## config.mk

```make
export PLATFORM = sky130hd
export DESIGN_NAME = sram_arbiter
export DESIGN_NICKNAME = d
export VERILOG_FILES = /design/src/rtl/sram_arb_pkg.sv /design/src/rtl/sram_arbiter_rr_arb2.sv /design/src/rtl/sram_arbiter.sv
export SDC_FILE = /design/constraint.sdc
export NUM_CORES = 1
export LEC_CHECK = 0
export ABC_AREA = 1
export ABC_CLOCK_PERIOD_IN_PS = 2400
export BUFFER_PORTS_ARGS = -buffer_cell sky130_fd_sc_hd__buf_2
export CAP_MARGIN = 5
export CELL_PAD_IN_SITES_DETAIL_PLACEMENT = 2
export CELL_PAD_IN_SITES_GLOBAL_PLACEMENT = 2
export CORE_UTILIZATION = 23
export CTS_CLUSTER_SIZE = 28
export DETAILED_ROUTE_END_ITERATION = 16
export PLACE_DENSITY_LB_ADDON = 0.1
export SYNTH_ARGS = -nofsm -noshare
export SYNTH_HDL_FRONTEND = slang
export SYNTH_SLANG_ARGS = --single-unit
export TNS_END_PERCENT = 30
```

## constraint.sdc

```tcl
create_clock -name i_clk -period 2.4 [get_ports i_clk]
set_input_delay 0.36 -clock i_clk [delete_from_list [all_inputs] [get_ports i_clk]]
set_output_delay 0.36 -clock i_clk [all_outputs]
set_load 0.01 [all_outputs]
```

## src/rtl/sram_arb_pkg.sv

```systemverilog
// sram_arb_pkg: shared types and default widths for the SRAM arbiter
package sram_arb_pkg;

    localparam int DEF_ADDR_W = 20;
    localparam int DEF_DATA_W = 16;

    typedef enum logic [2:0] {
        IDLE,
        ISSUE,
        WAIT_START,
        WAIT_DONE,
        RESPOND
    } state_t;

    typedef struct packed {
        logic                  wr;
        logic [DEF_ADDR_W-1:0] addr;
        logic [DEF_DATA_W-1:0] wdata;
    } req_t;

endpackage

```

## src/rtl/sram_arbiter_rr_arb2.sv

```systemverilog
// rr_arb2: combinational two-way round-robin grant, ties go to the client not granted last
module rr_arb2 (
    input  logic i_v0,
    input  logic i_v1,
    input  logic i_last,
    input  logic i_en,
    output logic o_g0,
    output logic o_g1
);

    assign o_g0 = i_en && i_v0 && (!i_v1 || i_last);
    assign o_g1 = i_en && i_v1 && (!i_v0 || !i_last);

endmodule

```

## src/rtl/sram_arbiter.sv

```systemverilog
// sram_arbiter: round-robin two-client front end issuing one SRAM controller transaction at a time
module sram_arbiter
    import sram_arb_pkg::*;
#(
    parameter int ADDR_W   = DEF_ADDR_W,
    parameter int DATA_W   = DEF_DATA_W,
    parameter int START_TO = 4
) (
    input  logic              i_clk,
    input  logic              i_rst,
    input  logic              i_c0_valid,
    input  logic              i_c0_wr,
    input  logic [ADDR_W-1:0] i_c0_addr,
    input  logic [DATA_W-1:0] i_c0_wdata,
    output logic              o_c0_ready,
    output logic              o_c0_rsp_valid,
    output logic [DATA_W-1:0] o_c0_rsp_rdata,
    output logic              o_c0_rsp_err,
    input  logic              i_c1_valid,
    input  logic              i_c1_wr,
    input  logic [ADDR_W-1:0] i_c1_addr,
    input  logic [DATA_W-1:0] i_c1_wdata,
    output logic              o_c1_ready,
    output logic              o_c1_rsp_valid,
    output logic [DATA_W-1:0] o_c1_rsp_rdata,
    output logic              o_c1_rsp_err,
    output logic              o_mem_request,
    output logic              o_mem_wr,
    output logic [ADDR_W-1:0] o_mem_addr,
    output logic [DATA_W-1:0] o_mem_wdata,
    input  logic              i_mem_wait,
    input  logic [DATA_W-1:0] i_mem_rdata
);

    localparam int CNT_W = $clog2(START_TO) + 1;
    localparam logic [CNT_W-1:0] CNT_LAST = CNT_W'(START_TO - 1);

    state_t            state, state_n;
    logic              last_grant, gid, err_q, wr_q;
    logic [ADDR_W-1:0] addr_q;
    logic [DATA_W-1:0] wdata_q, rdata_q;
    logic [CNT_W-1:0]  cnt;
    logic              arb_en, gnt0, gnt1, rsp;

    // never grant while the controller is still busy from an earlier (possibly dropped) operation
    assign arb_en = !i_rst && state == IDLE && !i_mem_wait;

    rr_arb2 u_arb (
        .i_v0   (i_c0_valid),
        .i_v1   (i_c1_valid),
        .i_last (last_grant),
        .i_en   (arb_en),
        .o_g0   (gnt0),
        .o_g1   (gnt1)
    );

    // state register
    always_ff @(posedge i_clk) begin
        if (i_rst) state <= IDLE;
        else       state <= state_n;
    end

    // next-state logic
    always_comb begin
        state_n = state;
        case (state)
            IDLE:       state_n = (gnt0 || gnt1) ? ISSUE : IDLE;
            ISSUE:      state_n = WAIT_START;
            WAIT_START: state_n = i_mem_wait ? WAIT_DONE : (cnt == CNT_LAST) ? RESPOND : WAIT_START;
            WAIT_DONE:  state_n = i_mem_wait ? WAIT_DONE : RESPOND;
            RESPOND:    state_n = IDLE;
            default:    state_n = IDLE;
        endcase
    end

    // latch the granted request, run the start timeout, capture the result
    always_ff @(posedge i_clk) begin
        if (i_rst) begin
            last_grant <= 1'b1;
            gid        <= 1'b0;
            wr_q       <= 1'b0;
            addr_q     <= '0;
            wdata_q    <= '0;
            rdata_q    <= '0;
            err_q      <= 1'b0;
            cnt        <= '0;
        end else begin
            if (gnt0 || gnt1) begin
                last_grant <= gnt1;
                gid        <= gnt1;
                wr_q       <= gnt1 ? i_c1_wr    : i_c0_wr;
                addr_q     <= gnt1 ? i_c1_addr  : i_c0_addr;
                wdata_q    <= gnt1 ? i_c1_wdata : i_c0_wdata;
                rdata_q    <= '0;
                err_q      <= 1'b0;
            end
            if (state == ISSUE) cnt <= '0;
            if (state == WAIT_START && !i_mem_wait) begin
                if (cnt == CNT_LAST) err_q <= 1'b1;
                else                 cnt   <= cnt + 1'b1;
            end
            if (state == WAIT_DONE && !i_mem_wait) rdata_q <= wr_q ? '0 : i_mem_rdata;
        end
    end

    // outputs are forced low while reset is held, even mid-transaction
    assign rsp            = !i_rst && state == RESPOND;
    assign o_c0_ready     = gnt0;
    assign o_c1_ready     = gnt1;
    assign o_c0_rsp_valid = rsp && !gid;
    assign o_c1_rsp_valid = rsp && gid;
    assign o_c0_rsp_rdata = (rsp && !gid) ? rdata_q : '0;
    assign o_c1_rsp_rdata = (rsp && gid) ? rdata_q : '0;
    assign o_c0_rsp_err   = rsp && !gid && err_q;
    assign o_c1_rsp_err   = rsp && gid && err_q;
    assign o_mem_request  = !i_rst && state == ISSUE;
    assign o_mem_wr       = !i_rst && wr_q;
    assign o_mem_addr     = i_rst ? '0 : addr_q;
    assign o_mem_wdata    = i_rst ? '0 : wdata_q;

endmodule

```

* Word-level counts from Yosys, hierarchy flattened
Cells that the tools add are included.
Word-level totals: word-level logic and storage cells 62, input port bits 95, output and inout bits 76, flip-flop bits (word level) 62
Operators by class: multiplexer cells 21, add/sub/neg operators 1, reduce and logical (&&, ||, !) cells 26, eq/ne operators 5
Operator list (count):
- 16-bit 2-to-1 mux | 7
- 20-bit 2-to-1 mux | 2
- 3-bit 2-to-1 mux | 6
- 1-bit logical AND | 15
- 3-bit case mux with 4 select lines | 1
- 3-bit by 2-bit == test with 1-bit output (second input constant) | 3
- 1-bit zero test | 6
- 1-bit 2-to-1 mux | 5
- 3-bit by 1-bit adder with 3-bit output (second input constant) | 1
- 3-bit by 1-bit == test with 1-bit output (second input constant) | 1
- 3-bit == test (second input constant) | 1
- 3-bit zero test | 1
- 1-bit logical OR | 3
- 2-bit nonzero test | 1

* Longest topological paths before layout
Gate-level depths: netlist of the first run.
word-level depth 9, depth in mapped cells 9, gate-level depth less buffers 7

* Hierarchy
A second synthesis of the first run with hierarchy kept.
Second synthesis, totals: cells, all modules 492, area total of the unflattened synthesis 3168.0 sq um
By module, submodules not included:
- sram_arbiter | cells an instance 487, times used 1, seq. area each 1241.2 sq um, area each 3146.8 sq um
- rr_arb2 | cells an instance 5, times used 1, seq. area each 0.0 sq um, area each 21.3 sq um

* Worst setup path before layout of the first run
Ideal clock, no wire load.
path type input -> output, from input port i_rst, to output port o_c0_rsp_rdata[10], required time 2040 ps, path slack 662 ps, arrival 1378 ps, stages on the path 7, buffers on the path 2, cell sequence buf_2 inv_2 nand4_1 nor2_1 inv_2 buf_2 nor2_1
Between the ends: word-level cells in the longest chain between the ends 4
RTL lines:
- start, declared | RTL line sram_arbiter.sv:10 | input logic i_rst,
- 1-bit zero test | RTL line sram_arbiter.sv:107 | assign rsp = !i_rst && state == RESPOND;
- 1-bit logical AND | RTL line sram_arbiter.sv:107
- 1-bit logical AND
- net o_c0_rsp_valid | RTL line sram_arbiter.sv:16 | output logic o_c0_rsp_valid,
- 16-bit 2-to-1 mux | RTL line sram_arbiter.sv:112 | assign o_c0_rsp_rdata = (rsp && !gid) ? rdata_q : '0;
- end, declared | RTL line sram_arbiter.sv:17 | output logic [DATA_W-1:0] o_c0_rsp_rdata,
The timed path passes the listed nets, and every way through them passes these cells.

* Worst setup path in the final report of the first run
from register state[2], to output port o_c0_rsp_rdata[13]
Between the ends: word-level cells in the longest chain between the ends 4
RTL lines:
- start, declared | RTL line sram_arbiter.sv:38 | state_t state, state_n;
- start signal, assigned | RTL line sram_arbiter.sv:60 | else state <= state_n;
- 3-bit == test | RTL line sram_arbiter.sv:107
- 1-bit logical AND | RTL line sram_arbiter.sv:107
- 1-bit logical AND | RTL line sram_arbiter.sv:112
- 16-bit 2-to-1 mux | RTL line sram_arbiter.sv:112
No other way between the ends.

==> impl_metrics.tcl, run 1 <==
set metrics [dict create \
    post_cts_resize_count 0 \
    first_iter_violations 71 \
    synth_sequential_area_ratio 0.3748 \
    final_layout_size_suffix_gt1_frac 0.2837 \
    drt_drc_violations_left 0 \
    finalHoldViolations 0 \
    synth.top_cells.by_area "sky130_fd_sc_hd__dfxtp_1 (37%), sky130_fd_sc_hd__nand2_1 (16%), sky130_fd_sc_hd__nor2_1 (13%), sky130_fd_sc_hd__inv_1 (12%), sky130_fd_sc_hd__o21ai_1 (5.6%)" \
    synth.top_cell.area_share 0.3748 \
    route.final.wire_length_microns 11850 \
    setup_viol 0 \
    crit_type "flop to output port" \
    clock_sinks 62 \
    tritoncts "done" \
    avgRoutedWirePerCell_microns 13.29 \
    critical_path.max_fanout 17 \
    hold_path.startpoint "i_c1_addr[15]" \
    timing.critical_path.buf_inv 2 \
    core_area_sq_um 13990 \
    die_x_microns 122 \
    share_seq_of_total_power 0.366 \
    cts_made_buffers 9 \
    fin_setup_tns_ps 0 \
    comb_power_share 0.121 \
    synth.distinct_cells 22 \
    antenna_cells_inserted 0 \
    grt_use_total 0.1657 \
    critical_path_arrival_ps 1610 \
    slowest_delay_ps 440 \
    worst_path_dominant_cell_family "simple AND/OR/NAND/NOR gates" \
    crit_path_start_kind "flop" \
    buffer_levels_on_the_longest_clock_path 2 \
    synth_nets 643 \
    buffer_cell_driving_the_clock_tree_root "sky130_fd_sc_hd__clkbuf_16" \
    ys_warn_count 0 \
    setup.worst_path.end_class "output port" \
    static-leakage-power_nw 2.410 \
    postCtsSetupBuffers 0 \
    cts.clk_slew.worst_paths_ps 50 \
    critical_path.cell_chain "nand4_1, nor2_1, inv_2, nor2_1, buf_2" \
    placementRows 43 \
    max_cap_violations 0 \
    grt_pass1_vias 3950 \
    pwr-share-clk 0.513 \
    initial_core_util 0.2368 \
    worstReg2RegEnd "addr_q[16]" \
    net-switching-power_uw 714.4 \
    post_synthesis_instance_total 547 \
    crit_path_most_repeated_cell "sky130_fd_sc_hd__nor2_1" \
    cts-htree-levels 3 \
    cp.required_ps 2040 \
    reg2reg_from "last_grant" \
    r2r_slack_ps 680 \
    grt_setup_unrepaired "false" \
    power_density_nw_per_um2 654.3 \
    transition_time_of_the_tightest_slew_check_pin_ps 605.0 \
    outcome "finished, final reports clean" \
    detail-route-antenna-nets 0 \
    layout.cells.most_common_list "sky130_fd_sc_hd__buf_2 (170), sky130_fd_sc_hd__nand2_1 (140), sky130_fd_sc_hd__nor2_1 (119)" \
    finalNetCount 803 \
    floorplan.die_area_sq_um 14880 \
    hp-class "input pin to flop" \
    clock_latency_ps 340 \
    viasPerCell 4.275 \
    rr_worst_depth 6 \
    synth.avg_cell_area_sq_um 6.055 \
    ioPinCount 171 \
    grt-ovfl-total 0 \
    preCtsSetupSlack_ps 418.8 \
    worstHoldPathCells 3 \
    gp_routability_congestion 0.7216 \
    grt_max_degree 53 \
    drt-pass1-iter-count 4 \
    area_delta_synth_final_pct 39.37 \
    layout_setup_ws_ps 428.3 \
    most_common_cell_after_layout_fill_and_taps_aside "sky130_fd_sc_hd__buf_2" \
    hold_buffers 0 \
    grt_pass1_wl_microns 18960 \
    slowest_stage "sky130_fd_sc_hd__dfxtp_1" \
    internal_power_mw 2.306 \
    max-slew-margin-rel 0.5967 \
    holdPathEnd "addr_q[15]" \
    final-max-slew-violation-count 0 \
    fin_crit_ps 1972 \
    hpwlAfterDp_microns 8823 \
    yosysTopAreaCell "sky130_fd_sc_hd__dfxtp_1" \
    timing.fmax_mhz 507.2 \
    switching_share 0.2365 \
    io_buffer_count 170 \
    fin_worst_skew_ps 4.552 \
    vdd_ir_drop_max_uv 272.8 \
    vias 3813 \
    antenna_found_initial 1 \
    mappedNetlistArea_sq_um 3312 \
    ys_ff_latch 62 \
    post-route-period-util 0.8215 \
    chipHeight_microns 122 \
]
## per-layer routing
| metal | GRT usage | vias up | routed length (microns) |
|---|---|---|---|
| li1 | - | 1925 | - |
| met1 | 0.1865 | 1755 | 5053 |
| met4 | 0.05478 | 2 | 180 |
| met5 | 0 | - | 13 |
| met3 | 0.05805 | 17 | 887 |
| met2 | 0.2888 | 114 | 5716 |
## state kept, by name, indices dropped and copies added (netlist names)
signal,count
addr_q,20
rdata_q,16
wdata_q,16
cnt,3
state,3
err_q,1
gid,1
last_grant,1
wr_q,1
## cell usage after synthesis
| library cell | count |
|---|---|
| sky130_fd_sc_hd__o21ai_2 | 1 |
| sky130_fd_sc_hd__buf_4 | 2 |
| sky130_fd_sc_hd__buf_1 | 4 |
| sky130_fd_sc_hd__clkinv_2 | 1 |
| sky130_fd_sc_hd__nand4_1 | 2 |
| sky130_fd_sc_hd__o211ai_1 | 1 |
| sky130_fd_sc_hd__nor2_4 | 3 |
| sky130_fd_sc_hd__ha_1 | 1 |
| sky130_fd_sc_hd__inv_2 | 3 |
| sky130_fd_sc_hd__nand3_1 | 17 |
| sky130_fd_sc_hd__buf_2 | 12 |
| sky130_fd_sc_hd__a21boi_1 | 2 |
| sky130_fd_sc_hd__nand2_1 | 140 |
| sky130_fd_sc_hd__o21ai_1 | 37 |
| sky130_fd_sc_hd__clkbuf_1 | 1 |
| sky130_fd_sc_hd__dfxtp_1 | 62 |
| sky130_fd_sc_hd__nor2_1 | 119 |
| sky130_fd_sc_hd__inv_1 | 102 |
| sky130_fd_sc_hd__a21oi_1 | 23 |
| sky130_fd_sc_hd__buf_6 | 9 |
| sky130_fd_sc_hd__nor3_1 | 2 |
| sky130_fd_sc_hd__nand2_2 | 3 |
## power by group through the flow
stage	Combinational, mW	Clock [mW]	Sequential (mW)
after global routing	0.419	1.64	1.11
after floorplan	0.217	0	1.12
final	0.365	1.55	1.10
after detailed placement	0.374	0	1.13
after global placement	0.362	0	1.12
after CTS	0.377	1.60	1.11
## tightest hold or removal path: stages
cell,delay (ps)
sky130_fd_sc_hd__buf_2,80
sky130_fd_sc_hd__nor2_1,30
sky130_fd_sc_hd__o21ai_1,100
## kinds of logic (layout without fill, tap and decap cells)
kind of cell               after synthesis  in the layout  share of synthesized area
and+or+nand+nor                        286            286                     0.3419
buffers and inverters                  134            299                     0.1794
AOI/OAI and AO/OA                       64             64                     0.1001
DFF                                     62             62                     0.3748
adders and majority gates                1              1                   0.003777
## how the worst max path moves through the flow
stage               cells past startpoint  slack, ps     start            endpoint
finish                                  5        430  state[2]  o_c0_rsp_rdata[13]
global route                            6        290  state[1]   o_c0_rsp_rdata[8]
CTS                                     5        390  state[2]  o_c0_rsp_rdata[13]
detailed placement                      4        420     i_rst     o_mem_wdata[11]
global placement                        4        450     i_rst      o_mem_wdata[5]
floorplan                               7        660     i_rst  o_c0_rsp_rdata[10]
## area by class of cell
type,instances,area (sq um)
clock inverter,3,90.09
fill,1741,9373
tap,180,225.2
timing repair buffer,177,915.9
sequential,62,1241
multi-input combinational,351,1484
clock buffer,13,260.3
inverter,106,399.1
## per-stage QoR
stage	instance area [sq um]	total power, mW	std cells	utilization	hold WS, ps
2_1_floorplan	3312	1.340	547	-	435.1
3_3_place_gp	4265	1.487	876	0.3049	451.9
3_5_place_dp	4265	1.502	876	0.3049	467.4
4_1_cts	4616	3.080	892	0.3300	259.4
5_1_grt	4616	3.171	892	0.3300	268.6
6_report	4616	3.020	892	0.3300	270.3
Power figures use the tool's default switching activity.
==> run 2, diff against run 1 <==
--- a/config.mk
+++ b/config.mk
@@ -5,13 +5,13 @@
 export SDC_FILE = /design/constraint.sdc
 export NUM_CORES = 1
 export LEC_CHECK = 0
-export ABC_AREA = 1
-export ABC_CLOCK_PERIOD_IN_PS = 2400
+export ABC_AREA = 0
+export ABC_CLOCK_PERIOD_IN_PS = 2000
 export BUFFER_PORTS_ARGS = -buffer_cell sky130_fd_sc_hd__buf_2
 export CAP_MARGIN = 5
 export CELL_PAD_IN_SITES_DETAIL_PLACEMENT = 2
 export CELL_PAD_IN_SITES_GLOBAL_PLACEMENT = 2
-export CORE_UTILIZATION = 23
+export CORE_UTILIZATION = 24
 export CTS_CLUSTER_SIZE = 28
 export DETAILED_ROUTE_END_ITERATION = 16
 export PLACE_DENSITY_LB_ADDON = 0.1
==> constraint.sdc (replaced) <==
create_clock -name i_clk -period 2 [get_ports i_clk]
set_input_delay 0.3 -clock i_clk [delete_from_list [all_inputs] [get_ports i_clk]]
set_output_delay 0.3 -clock i_clk [all_outputs]
set_load 0.01 [all_outputs]
==> run 2 against run 1 <==
Against the previous run:
- synthesized cell count down 40%
- utilization rose by 4.7 points
- register-to-register slack worse by 430 ps
- flip-flop and latch count unchanged
- global-route usage fell by 1.4 points
- via count is 21% lower
- area after synthesis decreased by 9.1%
- final cell count fell by 24%
- clock skew rose by 1.6 ps
==> impl_metrics.tcl, run 2 <==
set metrics [dict create \
    power_density_nw_per_um2 774.1 \
    worst_path_dominant_cell_family "simple AND/OR/NAND/NOR gates" \
    net-switching-power_uw 823.9 \
    cts-htree-levels 3 \
    viasPerCell 4.407 \
    internal_power_mw 2.707 \
    postPlaceCellArea_sq_um 4111 \
    antenna_found_initial 0 \
    synth.avg_cell_area_sq_um 9.206 \
    largest_register_ffs 20 \
    ys_warn_count 0 \
    yosysTopAreaCell "sky130_fd_sc_hd__dfxtp_1" \
    hpwlAfterDp_microns 7219 \
    max-slew-margin-rel 0.6897 \
    drt-pass1-iter-count 3 \
    drt_drc_violations_left 0 \
    route.final.wire_length_microns 9763 \
    gp_routability_congestion 0.6911 \
    final-max-slew-violation-count 0 \
    fillers 1384 \
    cts.clk_slew.worst_paths_ps 60 \
    critical_path.max_fanout 9 \
    share_seq_of_total_power 0.376 \
    switching_share 0.2333 \
    synth.top_cells.by_area "sky130_fd_sc_hd__dfxtp_1 (41%), sky130_fd_sc_hd__mux2i_1 (12%), sky130_fd_sc_hd__a21o_1 (9.2%), sky130_fd_sc_hd__nor2b_1 (7.9%), sky130_fd_sc_hd__and2_1 (7.1%)" \
    synth_nets 423 \
    buffer_levels_on_the_longest_clock_path 2 \
    synth_common_cells "sky130_fd_sc_hd__dfxtp_1 (62), sky130_fd_sc_hd__nor2_1 (43), sky130_fd_sc_hd__nor2b_1 (38)" \
    max_cap_violations 0 \
    final_layout_size_suffix_gt1_frac 0.4355 \
    preCtsSetupSlack_ps 168.8 \
    synth.top_cell.area_share 0.4123 \
    clock_latency_ps 330 \
    chipHeight_microns 114.0 \
    ys_ff_latch 62 \
    synth.distinct_cells 32 \
    setup_viol 0 \
    clock_sinks 62 \
    finalInstanceArea_sq_um 4562 \
    die_x_microns 114.0 \
    floorplan.die_area_sq_um 12990 \
    synth_sequential_area_ratio 0.4123 \
    slowest_stage "sky130_fd_sc_hd__dfxtp_4" \
    grt_use_total 0.1520 \
    grt_max_degree 48 \
    synth_flop_cell "sky130_fd_sc_hd__dfxtp_1" \
    finalHoldViolations 0 \
    core_area_sq_um 12110 \
    grt_setup_unrepaired "true" \
    post_synthesis_instance_total 327 \
    rr_worst_depth 5 \
    initial_core_util 0.2486 \
    cp.required_ps 1700 \
    comb_power_share 0.135 \
    slowest_delay_ps 360 \
    outcome "finished, final reports clean" \
    final_cells 680 \
    placementRows 40 \
    vias 2997 \
    tritoncts "done" \
    vdd_ir_drop_max_uv 250.1 \
    setup.worst_path.end_class "output port" \
    grt-ovfl-total 0 \
    mappedNetlistArea_sq_um 3010 \
    worstHoldPathCells 2 \
    buffer_cell_driving_the_clock_tree_root "sky130_fd_sc_hd__clkbuf_16" \
    transition_time_of_the_tightest_slew_check_pin_ps 464.9 \
    finalNetCount 603 \
    antenna_cells_inserted 0 \
    crit_type "flop to output port" \
    place_inst 657 \
    totalPowerFinal_mw 3.531 \
    first_iter_violations 97 \
    regMostFlops "addr_q" \
    io_buffer_count 170 \
    ioPinCount 171 \
    post-route-period-util 0.9626 \
    avgRoutedWirePerCell_microns 14.36 \
    fin_setup_tns_ps 0 \
    cts_made_buffers 9 \
    grt_pass1_wl_microns 15190 \
    hp-class "input pin to flop" \
    critical_path.cell_chain "nor2_4, nand2_4, nor3b_4, buf_6, and2_1, buf_2" \
    grt_pass1_vias 3097 \
    layout_setup_ws_ps 74.80 \
    async_reset_ff_frac 0 \
    timing.fmax_mhz 519.4 \
    timing.critical_path.buf_inv 2 \
    synth-edff-count 0 \
    area_delta_synth_final_pct 51.54 \
    layout.cells.most_common_list "sky130_fd_sc_hd__buf_2 (170), sky130_fd_sc_hd__dfxtp_1 (60), sky130_fd_sc_hd__nor2_1 (43)" \
    fin_crit_ps 1925 \
    most_common_cell_after_layout_fill_and_taps_aside "sky130_fd_sc_hd__buf_2" \
    layout_top_registers "addr_q: 20 flops, rdata_q: 16 flops, wdata_q: 16 flops" \
    synthMostInstantiatedCell "sky130_fd_sc_hd__dfxtp_1" \
    static-leakage-power_nw 2.529 \
    crit_path_start_kind "flop" \
    crit_cells 6 \
    pwr-share-clk 0.489 \
    critical_path_arrival_ps 1630 \
    fin_worst_skew_ps 6.201 \
    detail-route-antenna-nets 0 \
]
[run 2: worst register-to-register path: stages (launching register included)]
cell and delay [ps]:
sky130_fd_sc_hd__dfxtp_1 600, sky130_fd_sc_hd__nor3_4 90, sky130_fd_sc_hd__o211ai_1 180, sky130_fd_sc_hd__buf_4 480, sky130_fd_sc_hd__nor2_1 120, sky130_fd_sc_hd__a21o_1 160
[run 2: path summary, 6_finish.rpt]
check | start | to | slack, ps
setup reg to reg | state[0] | addr_q[19] | 250
hold / removal | i_mem_rdata[11] | rdata_q[11] | 180
hold reg to reg | rdata_q[12] | rdata_q[12] | 490
setup / recovery | state[1] | o_c1_rsp_rdata[9] | 70
[run 2: layout make-up]
type	count	area (sq um)	area share
multi-input combinational	240	1705	0.3738
tap	168	210.2	0.04608
inverter	2	7.507	0.001646
sequential	62	1249	0.2737
clock inverter	5	81.33	0.01783
clock buffer	11	252.7	0.05540
timing repair buffer	192	1056	0.2315
[run 2: power groups by stage]
stage,clock network [mW],registers (mW),logic [mW]
2_1_floorplan,0,1.34,0.264
3_3_place_gp,0,1.35,0.461
3_5_place_dp,0,1.36,0.475
4_1_cts,1.79,1.33,0.479
5_1_grt,1.85,1.33,0.531
6_report,1.73,1.33,0.477
[run 2: logic make-up after synthesis]
kind of cell             after synthesis  synth area share
flip-flops                            62            0.4123
adder cells (fa/ha/maj)                1          0.004156
buffers and inverters                 25           0.04032
AND/OR/NAND/NOR                      135            0.2481
multiplexers                          37            0.1230
AO/OA/AOI/OAI                         67            0.1721
[run 2: through the flow]
stage               hold WS [ps]  utilization
finish                     182.5       0.3767
global route               173.8       0.3767
CTS                        167.0       0.3698
detailed placement         482.7       0.3395
global placement           469.7       0.3395
floorplan                  425.7            -
[run 2: routing by layer]
| metal | GRT usage | vias up | share of wire |
|---|---|---|---|
| li1 | - | 1478 | - |
| met1 | 0.1805 | 1399 | 0.46 |
| met2 | 0.2537 | 110 | 0.45 |
| met3 | 0.05367 | 10 | 0.078 |
| met4 | 0.05195 | 0 | 0.012 |
| met5 | 0 | - | 0 |
[run 2: what timing repair did]
action,CTS,global route
hold buffers,0,0
pin swaps,0,4
resized for setup,10,13
gates cloned,1,2
hold endpoints to repair,0,0
setup endpoints to repair,34,36
buffers inserted,0,4
==> run 3, diff against run 2 <==
--- a/config.mk
+++ b/config.mk
@@ -15,6 +15,7 @@
 export CTS_CLUSTER_SIZE = 28
 export DETAILED_ROUTE_END_ITERATION = 16
 export PLACE_DENSITY_LB_ADDON = 0.1
+export REMOVE_ABC_BUFFERS = 1
 export SYNTH_ARGS = -nofsm -noshare
 export SYNTH_HDL_FRONTEND = slang
 export SYNTH_SLANG_ARGS = --single-unit
==> run 3 against run 2 <==
Against the previous run:
- combinational power fell by 4%
- sequential power about the same
- largest cell class unchanged
- flip-flop and latch count did not move
==> impl_metrics.tcl, run 3 (synthesized netlist as in run 2, its figures left out) <==
set metrics [dict create \
    outcome "finished, final reports clean" \
    regMostFlops "addr_q" \
    antenna_cells_inserted 0 \
    clock_sinks 62 \
    timing.fmax_mhz 532.5 \
    crit_type "flop to output port" \
    final-max-slew-violation-count 0 \
    layout_top_registers "addr_q: 20 flops, rdata_q: 16 flops, wdata_q: 16 flops" \
    first_iter_violations 58 \
    hp-class "input pin to flop" \
    clock_latency_ps 330 \
    setup_viol 0 \
    detail-route-antenna-nets 0 \
    critPathLaunch "state[1]" \
    viasPerCell 4.327 \
    endpoint "o_c1_rsp_rdata[5]" \
    cts.clk_slew.worst_paths_ps 50 \
    floorplan.die_area_sq_um 12990 \
    buffer_levels_on_the_longest_clock_path 2 \
    area_delta_synth_final_pct 46.76 \
    drt_drc_violations_left 0 \
    critical_path_arrival_ps 1580 \
    cts_made_buffers 9 \
    timing.hold.ws_ps 177.6 \
    route.final.wire_length_microns 9048 \
    chipHeight_microns 114.0 \
    power_density_nw_per_um2 733.5 \
    layout.cells.most_common_list "sky130_fd_sc_hd__buf_2 (171), sky130_fd_sc_hd__dfxtp_1 (60), sky130_fd_sc_hd__nor2_1 (43)" \
    r2r_slack_ps 380 \
    die_x_microns 114.0 \
    reg2reg_from "state[1]" \
    core_area_sq_um 12110 \
    io_buffer_count 170 \
    grt-ovfl-total 0 \
    finalNetCount 595 \
    crit_path_start_kind "flop" \
    grt_pass1_vias 2894 \
    ioPinCount 171 \
    critical_path.max_fanout 4 \
    largest_register_ffs 20 \
    grt_max_degree 77 \
    post-route-period-util 0.9390 \
    placementRows 40 \
    transition_time_of_the_tightest_slew_check_pin_ps 432.4 \
    most_common_cell_after_layout_fill_and_taps_aside "sky130_fd_sc_hd__buf_2" \
    buffer_cell_driving_the_clock_tree_root "sky130_fd_sc_hd__clkbuf_16" \
    fin_setup_tns_ps 0 \
    cts-htree-levels 3 \
    finalHoldViolations 0 \
    antenna_found_initial 0 \
    preCtsSetupSlack_ps 250.1 \
    hpwlAfterDp_microns 6763 \
    avgRoutedWirePerCell_microns 13.46 \
    cp.required_ps 1700 \
    hold_buffers 0 \
    tritoncts "done" \
    layout_setup_ws_ps 122.0 \
    max-slew-margin-rel 0.7117 \
    worstReg2RegEnd "rdata_q[14]" \
    static-leakage-power_nw 2.455 \
    rr_worst_depth 5 \
    totalPowerFinal_mw 3.240 \
    final_layout_size_suffix_gt1_frac 0.4127 \
    fin_crit_ps 1878 \
    max_cap_violations 0 \
    setup.worst_path.end_class "output port" \
    drt-pass1-iter-count 4 \
    post-route-util 0.3648 \
    vias 2908 \
    grt_pass1_wl_microns 14610 \
    initial_core_util 0.2486 \
    fin_worst_skew_ps 4.337 \
    gp_routability_congestion 0.6657 \
    vdd_ir_drop_max_uv 377.8 \
    grt_use_total 0.1463 \
]
## run 3: cell types whose count changed in the layout (fill, tap and decap cells not counted), moves of 2 or more
cell | before | now
sky130_fd_sc_hd__buf_4 | 16 | 9
sky130_fd_sc_hd__bufinv_16 | 2 | 0
sky130_fd_sc_hd__and2_1 | 32 | 34
sky130_fd_sc_hd__buf_6 | 4 | 2
sky130_fd_sc_hd__clkbuf_1 | 0 | 4
sky130_fd_sc_hd__and2_4 | 2 | 0
## run 3: worst min path at each step
stage	start	end	slack [ps]	cells past startpoint
after floorplan	i_rst	err_q	370	1
after global placement	cnt[2]	cnt[2]	470	1
after detailed placement	cnt[2]	cnt[2]	470	1
after CTS	i_mem_rdata[0]	rdata_q[0]	160	2
after global routing	i_mem_rdata[3]	rdata_q[3]	160	2
final	i_mem_rdata[7]	rdata_q[7]	180	2
## run 3: layer usage
| layer | global-route usage | wire, microns |
|---|---|---|
| met2 | 0.2448 | 4286 |
| met5 | 0 | 0 |
| met3 | 0.06589 | 737 |
| met1 | 0.1649 | 3901 |
| met4 | 0.04935 | 122 |
## run 3: what timing repair did
action / 4_1_cts / 5_1_grt
gates cloned: 2 / 0
endpoints found under the hold margin: 0 / 0
resized for setup: 6 / 9
setup buffers: 1 / 2
pin swaps: 1 / 1
setup endpoints to repair: 34 / 18
## run 3: final cells by class
type,instances,area [sq um]
Clock buffer,16,281.5
Fill cell,1383,7694
Inverter,2,7.507
Multi-Input combinational cell,240,1684
Sequential cell,62,1249
Tap cell,168,210.2
Timing Repair Buffer,184,985.9
## run 3: critical path, cell delays in order (launching register included)
cell and delay (ps):
sky130_fd_sc_hd__dfxtp_4 350, sky130_fd_sc_hd__nor2_4 90, sky130_fd_sc_hd__nand2_2 80, sky130_fd_sc_hd__nor3b_4 300
sky130_fd_sc_hd__buf_2 180, sky130_fd_sc_hd__and2_1 120, sky130_fd_sc_hd__buf_2 120
## run 3: where the power goes
part / switching [mW] / internal (mW)
combinational: 0.223 / 0.234
clock: 0.515 / 0.940
sequential: 0.0222 / 1.31
total: 0.760 / 2.48
## run 3: through the flow
step / instances / area (sq um)
2_1_floorplan: 304 / 2897
3_3_place_gp: 651 / 4061
3_5_place_dp: 651 / 4061
4_1_cts: 670 / 4382
5_1_grt: 672 / 4418
6_report: 672 / 4418
